### src/rtl/mux3_pkg.sv
// Shared select-code definitions for the 3:1 datapath mux.
package mux3_pkg;

    typedef logic [1:0] sel_t;

    localparam sel_t SEL_IN1 = 2'd0;
    localparam sel_t SEL_IN2 = 2'd1;
    localparam sel_t SEL_IN3 = 2'd2;
    localparam sel_t SEL_BAD = 2'd3;

endpackage : mux3_pkg

### src/rtl/mux_3_to_1_core.sv
// Combinational 3:1 decode; the unused select code (and any unknown select) drives ILLEGAL_VAL.
module mux_3_to_1_core
    import mux3_pkg::*;
#(
    parameter int WIDTH       = 5,
    parameter int ILLEGAL_VAL = 0
) (
    input  logic [WIDTH-1:0] i_in1,
    input  logic [WIDTH-1:0] i_in2,
    input  logic [WIDTH-1:0] i_in3,
    input  sel_t             i_sel,
    output logic [WIDTH-1:0] o_out1
);

    localparam logic [WIDTH-1:0] ILL_W = WIDTH'(ILLEGAL_VAL);

    // Select decode; the default arm also absorbs X/Z selects.
    always_comb begin
        o_out1 = ILL_W;
        case (i_sel)
            SEL_IN1: o_out1 = i_in1;
            SEL_IN2: o_out1 = i_in2;
            SEL_IN3: o_out1 = i_in3;
            default: o_out1 = ILL_W;
        endcase
    end

endmodule : mux_3_to_1_core

### src/rtl/mux_3_to_1.sv
// 3:1 mux with a same-cycle output and a registered copy for the next stage.
// Define MUX3_SEL_CHECK_EN to add the sticky sel_err illegal-select flag.
module mux_3_to_1
    import mux3_pkg::*;
#(
    parameter int WIDTH       = 5,
    parameter int ILLEGAL_VAL = 0
) (
    input  logic             clk,
    input  logic             rst_n,
    input  logic [WIDTH-1:0] in1,
    input  logic [WIDTH-1:0] in2,
    input  logic [WIDTH-1:0] in3,
    input  sel_t             sel,
    output logic [WIDTH-1:0] out1,
`ifdef MUX3_SEL_CHECK_EN
    output logic             sel_err,
`endif
    output logic [WIDTH-1:0] out1_q
);

    logic [WIDTH-1:0] w_out1;
    logic [WIDTH-1:0] r_out1_q;

    mux_3_to_1_core #(
        .WIDTH       (WIDTH),
        .ILLEGAL_VAL (ILLEGAL_VAL)
    ) u_core (
        .i_in1  (in1),
        .i_in2  (in2),
        .i_in3  (in3),
        .i_sel  (sel),
        .o_out1 (w_out1)
    );

    // Pipeline copy of the mux result, cleared while reset is held.
    always_ff @(posedge clk or negedge rst_n) begin
        if (!rst_n) begin
            r_out1_q <= '0;
        end else begin
            r_out1_q <= w_out1;
        end
    end

    assign out1   = w_out1;
    assign out1_q = r_out1_q;

`ifdef MUX3_SEL_CHECK_EN
    logic r_sel_err;

    // Sticky flag: once an illegal select is sampled it holds until reset.
    always_ff @(posedge clk or negedge rst_n) begin
        if (!rst_n) begin
            r_sel_err <= 1'b0;
        end else if (sel == SEL_BAD) begin
            r_sel_err <= 1'b1;
        end else begin
            r_sel_err <= r_sel_err;
        end
    end

    assign sel_err = r_sel_err;
`endif

endmodule : mux_3_to_1

### config.mk
export PLATFORM = sky130hd
export DESIGN_NAME = mux_3_to_1
export DESIGN_NICKNAME = d
export VERILOG_FILES = /design/src/rtl/mux3_pkg.sv /design/src/rtl/mux_3_to_1_core.sv /design/src/rtl/mux_3_to_1.sv
export SDC_FILE = /design/constraint.sdc
export NUM_CORES = 1
export LEC_CHECK = 0
export BUFFER_PORTS_ARGS = -buffer_cell sky130_fd_sc_hd__buf_2
export CAP_MARGIN = 20
export CORE_AREA = 8 8 45 47
export CTS_BUF_LIST = sky130_fd_sc_hd__clkbuf_8
export DETAILED_ROUTE_END_ITERATION = 6
export DIE_AREA = 0 0 53 55
export GPL_TIMING_DRIVEN = 0
export SLEW_MARGIN = 0
export SYNTH_ARGS = -nofsm -noshare
export SYNTH_HDL_FRONTEND = slang
export SYNTH_SLANG_ARGS = --single-unit
### constraint.sdc
create_clock -name clk -period 0.8 [get_ports clk]
set_input_delay 0.08 -clock clk [delete_from_list [all_inputs] [get_ports clk]]
set_output_delay 0.08 -clock clk [all_outputs]
set_load 0.02 [all_outputs]
# [Yosys cells after proc, flatten, opt, wreduce, memory -nomap -nowiden]
# Cells that the tools add are included.
[totals] regBits=5 inputBits=19 output_inout_bits=10
[classes] eq_ne=2 mux=1 reduce_logical=1
[op_table] cell="$pmux 5 s3" count=1
[op_table] cell="$eq 2x1->1 const B" count=1
[op_table] cell="$eq 2x2->1 const B" count=1
[op_table] cell="$logic_not 2->1" count=1

# [Longest topological paths before layout]
# Gate-level depths: netlist (run 1).
[logic_depth] word_depth=2 depth_mapped=3 mapped_depth_nobuf=2

# [Modules after synthesis]
# Synthesis (run 1) repeated with hierarchy kept, for this count alone.
[unflattened] hier_cells=17 area_unflattened_um2=240.2
[by_module_without_submodules] module="mux_3_to_1" n_inst=1 cells_per_inst=5 area_each_um2=125.1 seq_area_each_um2=125.1
[by_module_without_submodules] module="mux_3_to_1_core" n_inst=1 cells_per_inst=12 area_each_um2=115.1 seq_area_each_um2=0.0

# [Least setup slack after synthesis (run 1)]
# Ideal clock, no wire load.
[synth_path] path_kind="input to register" from="input port sel[0]" to="register r_out1_q[0], in the netlist out1_q[0]" setup_time_ns=0.165 t_arrival_ns=0.738 required_time_ns=0.635 setup_slack_ns=-0.104 stages=3 cell_sequence="buf_4 > mux2i_1 > o2bb2ai_1"
[synth_via] elab_chain_cells=2 word_cells_on_any_way=4 cone_classes="2 x eq/ne; 1 x mux; 1 x reduce/logical"
[synth_lines] item="start: declaration" line="mux_3_to_1.sv:14" rtl="input sel_t sel,"
[synth_lines] item="$eq 2x2->1, or another cell as far along" line="mux_3_to_1_core.sv:20" rtl="case (i_sel)"
[synth_lines] item="$pmux 5 s3 (*)" line="mux_3_to_1_core.sv:20"
[synth_lines] item="named net out1[0]" line="mux_3_to_1.sv:15" rtl="output logic [WIDTH-1:0] out1,"
[synth_lines] item="end signal: assignment" line="mux_3_to_1.sv:41" rtl="r_out1_q <= w_out1;"
[synth_lines] item="end: declaration" line="mux_3_to_1.sv:23" rtl="logic [WIDTH-1:0] r_out1_q;"
# Mark *: on every way through the listed nets, which the timed path passes. The rest lies on a longest branch.

# [Worst setup path after layout (run 1)]
[layout_path] from="input port sel[0]" to="output port out1[2]"
[layout_via] elab_chain_cells=2 word_cells_on_any_way=4 cone_classes="2 x eq/ne; 1 x mux; 1 x reduce/logical"
[layout_lines] item="$eq 2x2->1, or another cell as far along" line="mux_3_to_1_core.sv:20"
[layout_lines] item="$pmux 5 s3 (*)" line="mux_3_to_1_core.sv:20"
[layout_lines] item="end: declaration" line="mux_3_to_1.sv:15"
# Mark *: on every way between the ends. The rest lies on a longest branch, timed or not.

==> impl_metrics.yaml, run 1 <==
outcome:
  run_status: "finished, violations left"
  failed_checks: "setup timing"
min_path:
  hold_class: "input port to flop"
  holdPathStages: 2
  hold_end: "out1_q[4]$_DFF_PN0_"
  worst_hold_startpoint: "in3[4]"
synth:
  syn_avg_cell_area_um2: 14.1
  yosys.cell_types.count: 5
  yosys-top-cells-count: "5 x sky130_fd_sc_hd__dfrtp_1, 5 x sky130_fd_sc_hd__mux2i_1, 5 x sky130_fd_sc_hd__o2bb2ai_1"
  ys_ff_latch: 5
  syn-cell-area_um2: 240
  yosysWarningCount: 0
  yosysTopAreaCell: "sky130_fd_sc_hd__dfrtp_1"
  netlist_instances: 17
  synth_top_area_share_pct: 52.1
  synth_edf_count: 0
  async_flop_share_pct: 100
  postSynthNetCount: 36
  yosys-top-cells-area: "sky130_fd_sc_hd__dfrtp_1 52%, sky130_fd_sc_hd__mux2i_1 21%, sky130_fd_sc_hd__o2bb2ai_1 18%"
  synth_ff_type: "sky130_fd_sc_hd__dfrtp_1"
  seq_area_frac_synth_pct: 52.1
pwr:
  ir_drop_mv: 0.671
  totalPowerFinal_mw: 1.14
  power.leakage_nw: 0.316
  cellPowerDensity_nw_per_um2: 1570
sta:
  final_period_minus_worst_setup_slack_ps: 817
  layout_worst_path_cycle_share_pct: 102
  timing_worst_slew_pin_value_ps: 177
  setup_repair_after_global_routing_missed_its_margin: "yes"
  setup_viol_count_final: 6
  timing.slew.headroom_pct: 87.9
  max_clock_freq_mhz: 1220
  timing.final.hold_violations: 0
  slew_viol_final: 0
  setup_ws_ps: -16.6
place:
  worst_slack_after_detailed_placement_ps: -132
  dp_cells: 60
  numPortBuffers: 27
  post_dp_cell_area_um2: 427
  gp_congestion: 0.713
die:
  placementRows: 14
  core_area_um2: 1380
  top_level_pins: 29
  floorplan.die.height_um: 55
  floorplan.die.width_um: 53
  initial_utilization_pct: 17.4
  area_enclosed_by_the_die_boundary_um2: 2920
drt:
  post_drt_via_cell_ratio: 4.25
  first_drt_pass_iteration_count: 1
  vias_after_detailed_routing: 285
  first_iter_violations: 0
  drc_violations: 0
  post_drt_wl_per_cell_um: 16.6
  route.final.wire_length_mm: 1.11
  antenna_violating_nets_post_route: 0
finish:
  layout.nets: 71
  antenna-diode-count: 0
  area_occupied_by_multi_input_gates_um2: 264
  layout-area-overhead-vs-synth_pct: 202
  seqCellArea_um2: 125
  final_cell_count_no_fill: 67
  largest_reg_flops: 5
  total_of_fill_cells_in_the_finished_design: 124
  ratio_of_cells_with_drive_above_1_in_the_final_layout_pct: 86.3
  postLayoutCellArea_um2: 724
worst_setup_path:
  path_max_fanout: 6
  worst_ep_arrival_time_ps: 740
  timing.setup.critical_path_class: "input port to primary output"
  cp.required_ps: 720
  worstSetupEndpointType: "primary output"
  cp-start-kind: "input port"
grt:
  grt-ovfl-total: 0
  grt_first_pass_wirelength_mm: 1.64
  grt_use_total_pct: 8.09
  pin_count_of_the_biggest_net_entering_global_routing: 7
  first_global_vias: 362
  number_of_antenna_violations_at_the_first_check_in_global_routing: 0
cts:
  cts.reportedPaths.clkPinSlew_ps: 30
  ctsHtreeMaxLevel: 1
  cts-root-buf: "sky130_fd_sc_hd__clkbuf_8"
  tritoncts: "done"
  numClockSinks: 5
  cts.path.max_buffers: 2
  cts-buffers-inserted: 3
job:
  maxCapViolations: 0
## cells by family after synthesis
logic type / count (synthesis) / share of synthesized area [%]
buffers and inverters: 1 / 3.13
AO/OA/AOI/OAI: 5 / 18.2
multiplexers: 5 / 20.8
AND/OR/NAND/NOR: 1 / 5.73
flip-flops: 5 / 52.1
## how the worst max path moves through the flow
stage	start	to	slack (ps)	depth (start not counted)
after floorplan	sel[0]	out1_q[0]$_DFF_PN0_	50	3
after global placement	sel[1]	out1[2]	-110	4
after detailed placement	sel[1]	out1[2]	-130	4
after CTS	sel[0]	out1[2]	-10	5
after global routing	sel[0]	out1[1]	-40	5
final	sel[0]	out1[2]	-20	5
## routing by layer
metal	wire [µm]	up-vias	GRT usage, %
met5	0	-	0
met2	507	29	13.7
met4	0	0	3.88
met3	179	0	4.01
li1	-	132	-
met1	423	124	8.20
## power breakdown
group / internal [mW] / leakage [nW] / switching (mW)
logic: 0.222 / 0.227 / 0.184
clock network: 0.328 / 0.0269 / 0.119
registers: 0.276 / 0.0622 / 0.00990
total: 0.827 / 0.316 / 0.313
## through the flow
stage | hold WS, ps | TNS (ps) | util (%)
after floorplan | -216 | 0 | -
after global routing | 128 | -199 | 52.4
after CTS | 114 | -56.5 | 52.4
after detailed placement | -104 | -604 | 30.8
final | 120 | -74.3 | 52.4
after global placement | -107 | -510 | 30.8
## worst max-delay path, stage by stage
cell and delay, ps:
sky130_fd_sc_hd__buf_12 130, sky130_fd_sc_hd__nor2b_4 130, sky130_fd_sc_hd__buf_12 140, sky130_fd_sc_hd__o2bb2ai_4 120, sky130_fd_sc_hd__buf_6 140
## cells in the final DEF (no fill, tap or decap), drive strengths merged
cell,synthesis,layout
mux2i,5,5
buf,1,30
o2bb2ai,5,5
nor2b,1,1
dlygate4sd3,0,1
dfrtp,5,5
inv,0,1
clkbuf,0,3
## cell type report
type	count	share of cell area [%]
Timing Repair Buffer	30	34.5
Clock inverter	1	0.518
Buffer	1	2.76
Clock buffer	3	5.70
Sequential cell	5	17.3
Tap cell	16	2.76
Multi-Input combinational cell	11	36.4
## what timing repair did
| action | 4_1_cts | 5_1_grt |
|---|---|---|
| endpoints found under the hold margin | 5 | 0 |
| buffers inserted | 2 | 0 |
| hold buffers | 1 | 0 |
| endpoints found under the setup margin | 10 | 8 |
| gates resized for setup | 42 | 0 |
Power figures use the tool's default switching activity.
==> inputs of run 2 (changes only) <==
REMOVE_ABC_BUFFERS = 1   (was unset)
==> run 2 against run 1 <==
The flow still finishes with violations (setup timing). Cell area is 1.2% lower. Sequential power hardly changed. Fmax hardly changed. Total power is 0.17% lower. Sequential share of layout area is 0.21 points higher. Via count is 3.2% higher. Worst setup slack worse by 0.62 ps. Critical endpoint is now out1_q[0]. Largest cell class unchanged.
==> impl_metrics.yaml, run 2 (synthesis gave the netlist of run 1 again) <==
outcome:
  run_status: "finished, violations left"
  failed_checks: "setup timing"
worst_setup_path:
  worst_ep_arrival_time_ps: 740
  worstSetupEndpointType: "primary output"
  critical_path.max_stage_delay_ps: 380
  path_max_fanout: 1
  critPathSlowestCell: "sky130_fd_sc_hd__dfrtp_1"
  timing.setup.critical_path_class: "flop to primary output"
  cp.required_ps: 720
  cp_cell_sequence: "buf_6"
  crit_family: "flip-flops"
  cp-start-kind: "flop"
  critical_path_buf_inv_count: 1
sta:
  setup_repair_after_global_routing_missed_its_margin: "yes"
  setup_viol_count_final: 6
  timing.slew.headroom_pct: 83.8
  timing.setup.tns_ps: -69.0
  max_clock_freq_mhz: 1220
  layout_worst_path_cycle_share_pct: 102
  final_period_minus_worst_setup_slack_ps: 817
  timing_worst_slew_pin_value_ps: 239
  timing.final.hold_violations: 0
  setup_ws_ps: -17.3
  slew_viol_final: 0
drt:
  post_drt_via_cell_ratio: 4.39
  first_drt_pass_iteration_count: 3
  vias_after_detailed_routing: 294
  post_drt_wl_per_cell_um: 16.8
  first_iter_violations: 1
  drc_violations: 0
  route.final.wire_length_mm: 1.13
  antenna_violating_nets_post_route: 0
finish:
  seqCellArea_um2: 125
  layout.nets: 71
  antenna-diode-count: 0
  ratio_of_cells_with_drive_above_1_in_the_final_layout_pct: 86.3
  final_cell_count_no_fill: 67
  layout-area-overhead-vs-synth_pct: 198
  top_library_cells_by_usage_in_the_layout_fill_and_taps_aside: "16 x sky130_fd_sc_hd__buf_2, 10 x sky130_fd_sc_hd__buf_6, 5 x sky130_fd_sc_hd__o2bb2ai_4, 5 x sky130_fd_sc_hd__dfrtp_1, 4 x sky130_fd_sc_hd__mux2i_4"
  layout.cells.most_common: "sky130_fd_sc_hd__buf_2"
  largest_reg_flops: 5
  area_occupied_by_multi_input_gates_um2: 255
  total_of_fill_cells_in_the_finished_design: 120
cts:
  cts.path.max_buffers: 2
  numClockSinks: 5
  ctsHtreeMaxLevel: 1
  tritoncts: "done"
  cts.reportedPaths.clkPinSlew_ps: 40
  cts-buffers-inserted: 3
  cts-root-buf: "sky130_fd_sc_hd__clkbuf_8"
pwr:
  totalPowerFinal_mw: 1.14
  ir_drop_mv: 0.625
  cellPowerDensity_nw_per_um2: 1590
  seqPwrFrac_pct: 25.1
  combinational_power_share_pct: 35.3
  p_int_uw: 824
  switching_power_summed_over_all_nets_uw: 314
  share_clk_of_total_power_pct: 39.6
  power.leakage_nw: 0.315
  switching_share_pct: 27.6
place:
  gp_congestion: 0.718
  numPortBuffers: 28
  dp_cells: 60
grt:
  pin_count_of_the_biggest_net_entering_global_routing: 7
  grt-ovfl-total: 0
  first_global_vias: 369
  grt_first_pass_wirelength_mm: 1.70
  grt_use_total_pct: 8.31
  number_of_antenna_violations_at_the_first_check_in_global_routing: 0
die:
  area_enclosed_by_the_die_boundary_um2: 2920
  core_area_um2: 1380
  floorplan.die.width_um: 53
  top_level_pins: 29
  initial_utilization_pct: 17.4
  placementRows: 14
  floorplan.die.height_um: 55
min_path:
  hold_class: "input port to flop"
job:
  maxCapViolations: 0
-- run 2: through the flow --
step	hold slack, ps	utilization, %	instance area (µm²)	setup WS, ps
3_5_place_dp	-104	28.4	393	-137
3_3_place_gp	-107	28.4	393	-90.6
5_1_grt	125	51.7	716	-34.3
6_report	125	51.7	716	-17.3
2_1_floorplan	-216	-	233	65.5
4_1_cts	118	51.7	716	-19.1
-- run 2: final timing paths --
kind                                     start                  end  slack (ps)  cells past startpoint
max                        out1_q[0]$_DFF_PN0_            out1_q[0]         -20                      1
min                                     in3[0]  out1_q[0]$_DFF_PN0_         120                      2
max in group asynchronous                rst_n  out1_q[3]$_DFF_PN0_         440                      2
min in group asynchronous                rst_n  out1_q[4]$_DFF_PN0_         230                      2
-- run 2: per-layer routing --
layer	share of wire, %	GRT usage, %	routed length (µm)
met1	43	8.68	487
met2	43	13.7	483
met3	14	3.48	157
met4	0	5.17	0
met5	0	0	0
-- run 2: power groups by stage --
stage / registers [mW] / logic [mW] / clock network, mW
after floorplan: 0.313 / 0.0693 / 0
after global placement: 0.283 / 0.206 / 0
after detailed placement: 0.284 / 0.210 / 0
after CTS: 0.286 / 0.401 / 0.459
after global routing: 0.287 / 0.419 / 0.475
final: 0.286 / 0.401 / 0.450
-- run 2: cell type report --
| cell class | instances | area share, % |
|---|---|---|
| repair buffers | 31 | 37.8 |
| multi-input cells | 11 | 35.7 |
| flip-flops and latches | 5 | 17.5 |
| clock buffers | 3 | 5.77 |
| well taps | 16 | 2.80 |
| clock inverters | 1 | 0.524 |
-- run 2: repair_timing --
action,in CTS,in global routing
setup endpoints to repair,10,8
hold endpoints to repair,5,0
pin swaps,0,0
resized for setup,47,0
hold buffers,1,0
buffers inserted,2,0
==> inputs of run 3 (changes only) <==
BUFFER_PORTS_ARGS = unset   (was -buffer_cell sky130_fd_sc_hd__buf_2)
DONT_BUFFER_PORTS = 1   (was unset)
==> run 3 against run 2 <==
The run now ends clean. Core utilization fell by 28 points. Wire length fell by 19%. Total power fell by 24%. Worst setup slack improved by 66 ps. Sequential power rose by 9.4%. Critical path type is now input port to primary output. Critical endpoint is now out1[0]. Largest power group unchanged.
==> impl_metrics.yaml, run 3 (synthesis gave the netlist of run 1 again) <==
grt:
  pin_count_of_the_biggest_net_entering_global_routing: 7
  number_of_antenna_violations_at_the_first_check_in_global_routing: 0
  grt-ovfl-total: 0
  grt_first_pass_wirelength_mm: 1.35
  grt_use_total_pct: 7.18
  first_global_vias: 256
sta:
  timing_worst_slew_pin_value_ps: 579
  max_clock_freq_mhz: 1330
  setup_repair_after_global_routing_missed_its_margin: "no"
  final_period_minus_worst_setup_slack_ps: 752
  timing.hold.ws_ps: 45.9
  setup_viol_count_final: 0
  timing.slew.headroom_pct: 61.4
  layout_worst_path_cycle_share_pct: 94.0
  slew_viol_final: 0
  timing.final.hold_violations: 0
pwr:
  ir_drop_mv: 0.423
  totalPowerFinal_uw: 860
  cellPowerDensity_nw_per_um2: 2580
  power.leakage_nw: 0.146
drt:
  vias_after_detailed_routing: 187
  drc_violations: 0
  route.final.wire_length_um: 911
  post_drt_wl_per_cell_um: 24.6
  first_drt_pass_iteration_count: 2
  antenna_violating_nets_post_route: 0
  first_iter_violations: 4
  post_drt_via_cell_ratio: 5.05
die:
  area_enclosed_by_the_die_boundary_um2: 2920
  floorplan.die.height_um: 55
  floorplan.die.width_um: 53
  placementRows: 14
  core_area_um2: 1380
  initial_utilization_pct: 17.4
  top_level_pins: 29
worst_setup_path:
  cp-start-kind: "input port"
  path_max_fanout: 6
  worst_ep_arrival_time_ps: 670
  cp.required_ps: 720
  critPathSlowestCell: "sky130_fd_sc_hd__o2bb2ai_1"
  critical_path.max_stage_delay_ps: 490
  cp_cell_sequence: "mux2i_1 > o2bb2ai_1"
  critical_path_buf_inv_count: 0
  worstSetupEndpointType: "primary output"
  crit_family: "compound AO/OA/AOI/OAI gates"
  timing.setup.critical_path_class: "input port to primary output"
cts:
  post_cts_buffers: 0
  cts.reportedPaths.clkPinSlew_ps: 30
  cts-root-buf: "sky130_fd_sc_hd__clkbuf_8"
  tritoncts: "done"
  cts-buffers-inserted: 3
  cts.path.max_buffers: 2
  numClockSinks: 5
  ctsHtreeMaxLevel: 1
finish:
  largest_reg_flops: 5
  ratio_of_cells_with_drive_above_1_in_the_final_layout_pct: 38.1
  layout-area-overhead-vs-synth_pct: 38.5
  layout.nets: 41
  antenna-diode-count: 0
  top_library_cells_by_usage_in_the_layout_fill_and_taps_aside: "5 x sky130_fd_sc_hd__mux2i_1, 5 x sky130_fd_sc_hd__dfrtp_1, 4 x sky130_fd_sc_hd__o2bb2ai_2"
place:
  gp_congestion: 0.643
  numPortBuffers: 0
min_path:
  hold_class: "input port to flop"
job:
  maxCapViolations: 0
outcome:
  run_status: "finished clean"
[run 3: cell count changes in the layout (fill, tap and decap cells not counted), moves of 4 or more]
cell	before	now
sky130_fd_sc_hd__buf_2	16	0
sky130_fd_sc_hd__buf_6	10	0
sky130_fd_sc_hd__mux2i_1	0	5
sky130_fd_sc_hd__o2bb2ai_4	5	0
sky130_fd_sc_hd__mux2i_4	4	0
sky130_fd_sc_hd__o2bb2ai_2	0	4
[run 3: worst paths after layout]
| path | startpoint | endpoint | slack (ps) | cells after the start |
|---|---|---|---|---|
| min in group asynchronous | rst_n | out1_q[4]$_DFF_PN0_ | 150 | 1 |
| max in group asynchronous | rst_n | out1_q[3]$_DFF_PN0_ | 470 | 1 |
| hold / removal | sel[1] | out1_q[1]$_DFF_PN0_ | 50 | 1 |
| setup / recovery | sel[0] | out1[0] | 50 | 2 |
[run 3: layer usage]
metal  global-route usage [%]  vias to the layer above  share of wire [%]
li1                         -                       74                  -
met5                        0                        -                  0
met1                     5.83                       84                 36
met4                     7.76                        0                  0
met3                     6.15                        0                 24
met2                     10.2                       29                 40
[run 3: report_power, final]
part / internal [mW] / switching (mW) / total (mW) / leakage, nW
Clock: 0.328 / 0.114 / 0.442 / 0.0269
Combinational: 0.0364 / 0.0683 / 0.105 / 0.0566
Sequential: 0.276 / 0.0371 / 0.313 / 0.0622
[run 3: layout make-up]
cell class / count / area (µm²)
clock inverter: 1 / 3.75
tap: 16 / 20.0
clock buffer: 3 / 41.3
multi-input combinational: 11 / 133
fill: 144 / 1050
timing repair buffer: 1 / 10.0
sequential: 5 / 125
[run 3: repair_timing]
item / in CTS / in global routing
hold buffers: 1 / 0
hold endpoints to repair: 5 / 0
endpoints found under the setup margin: 1 / 3
resized for setup: 1 / 3
[run 3: metrics by stage]
step | TNS [ps] | std cells | utilization [%] | cell area (µm²) | worst slack [ps]
global placement | -292 | 32 | 18.3 | 253 | -65.0
detailed placement | -441 | 32 | 18.3 | 253 | -106
floorplan | 0 | 16 | - | 233 | 65.5
CTS | 0 | 37 | 22.7 | 314 | 4.62
global route | 0 | 37 | 24.1 | 333 | 8.24
finish | 0 | 37 | 24.1 | 333 | 48.3
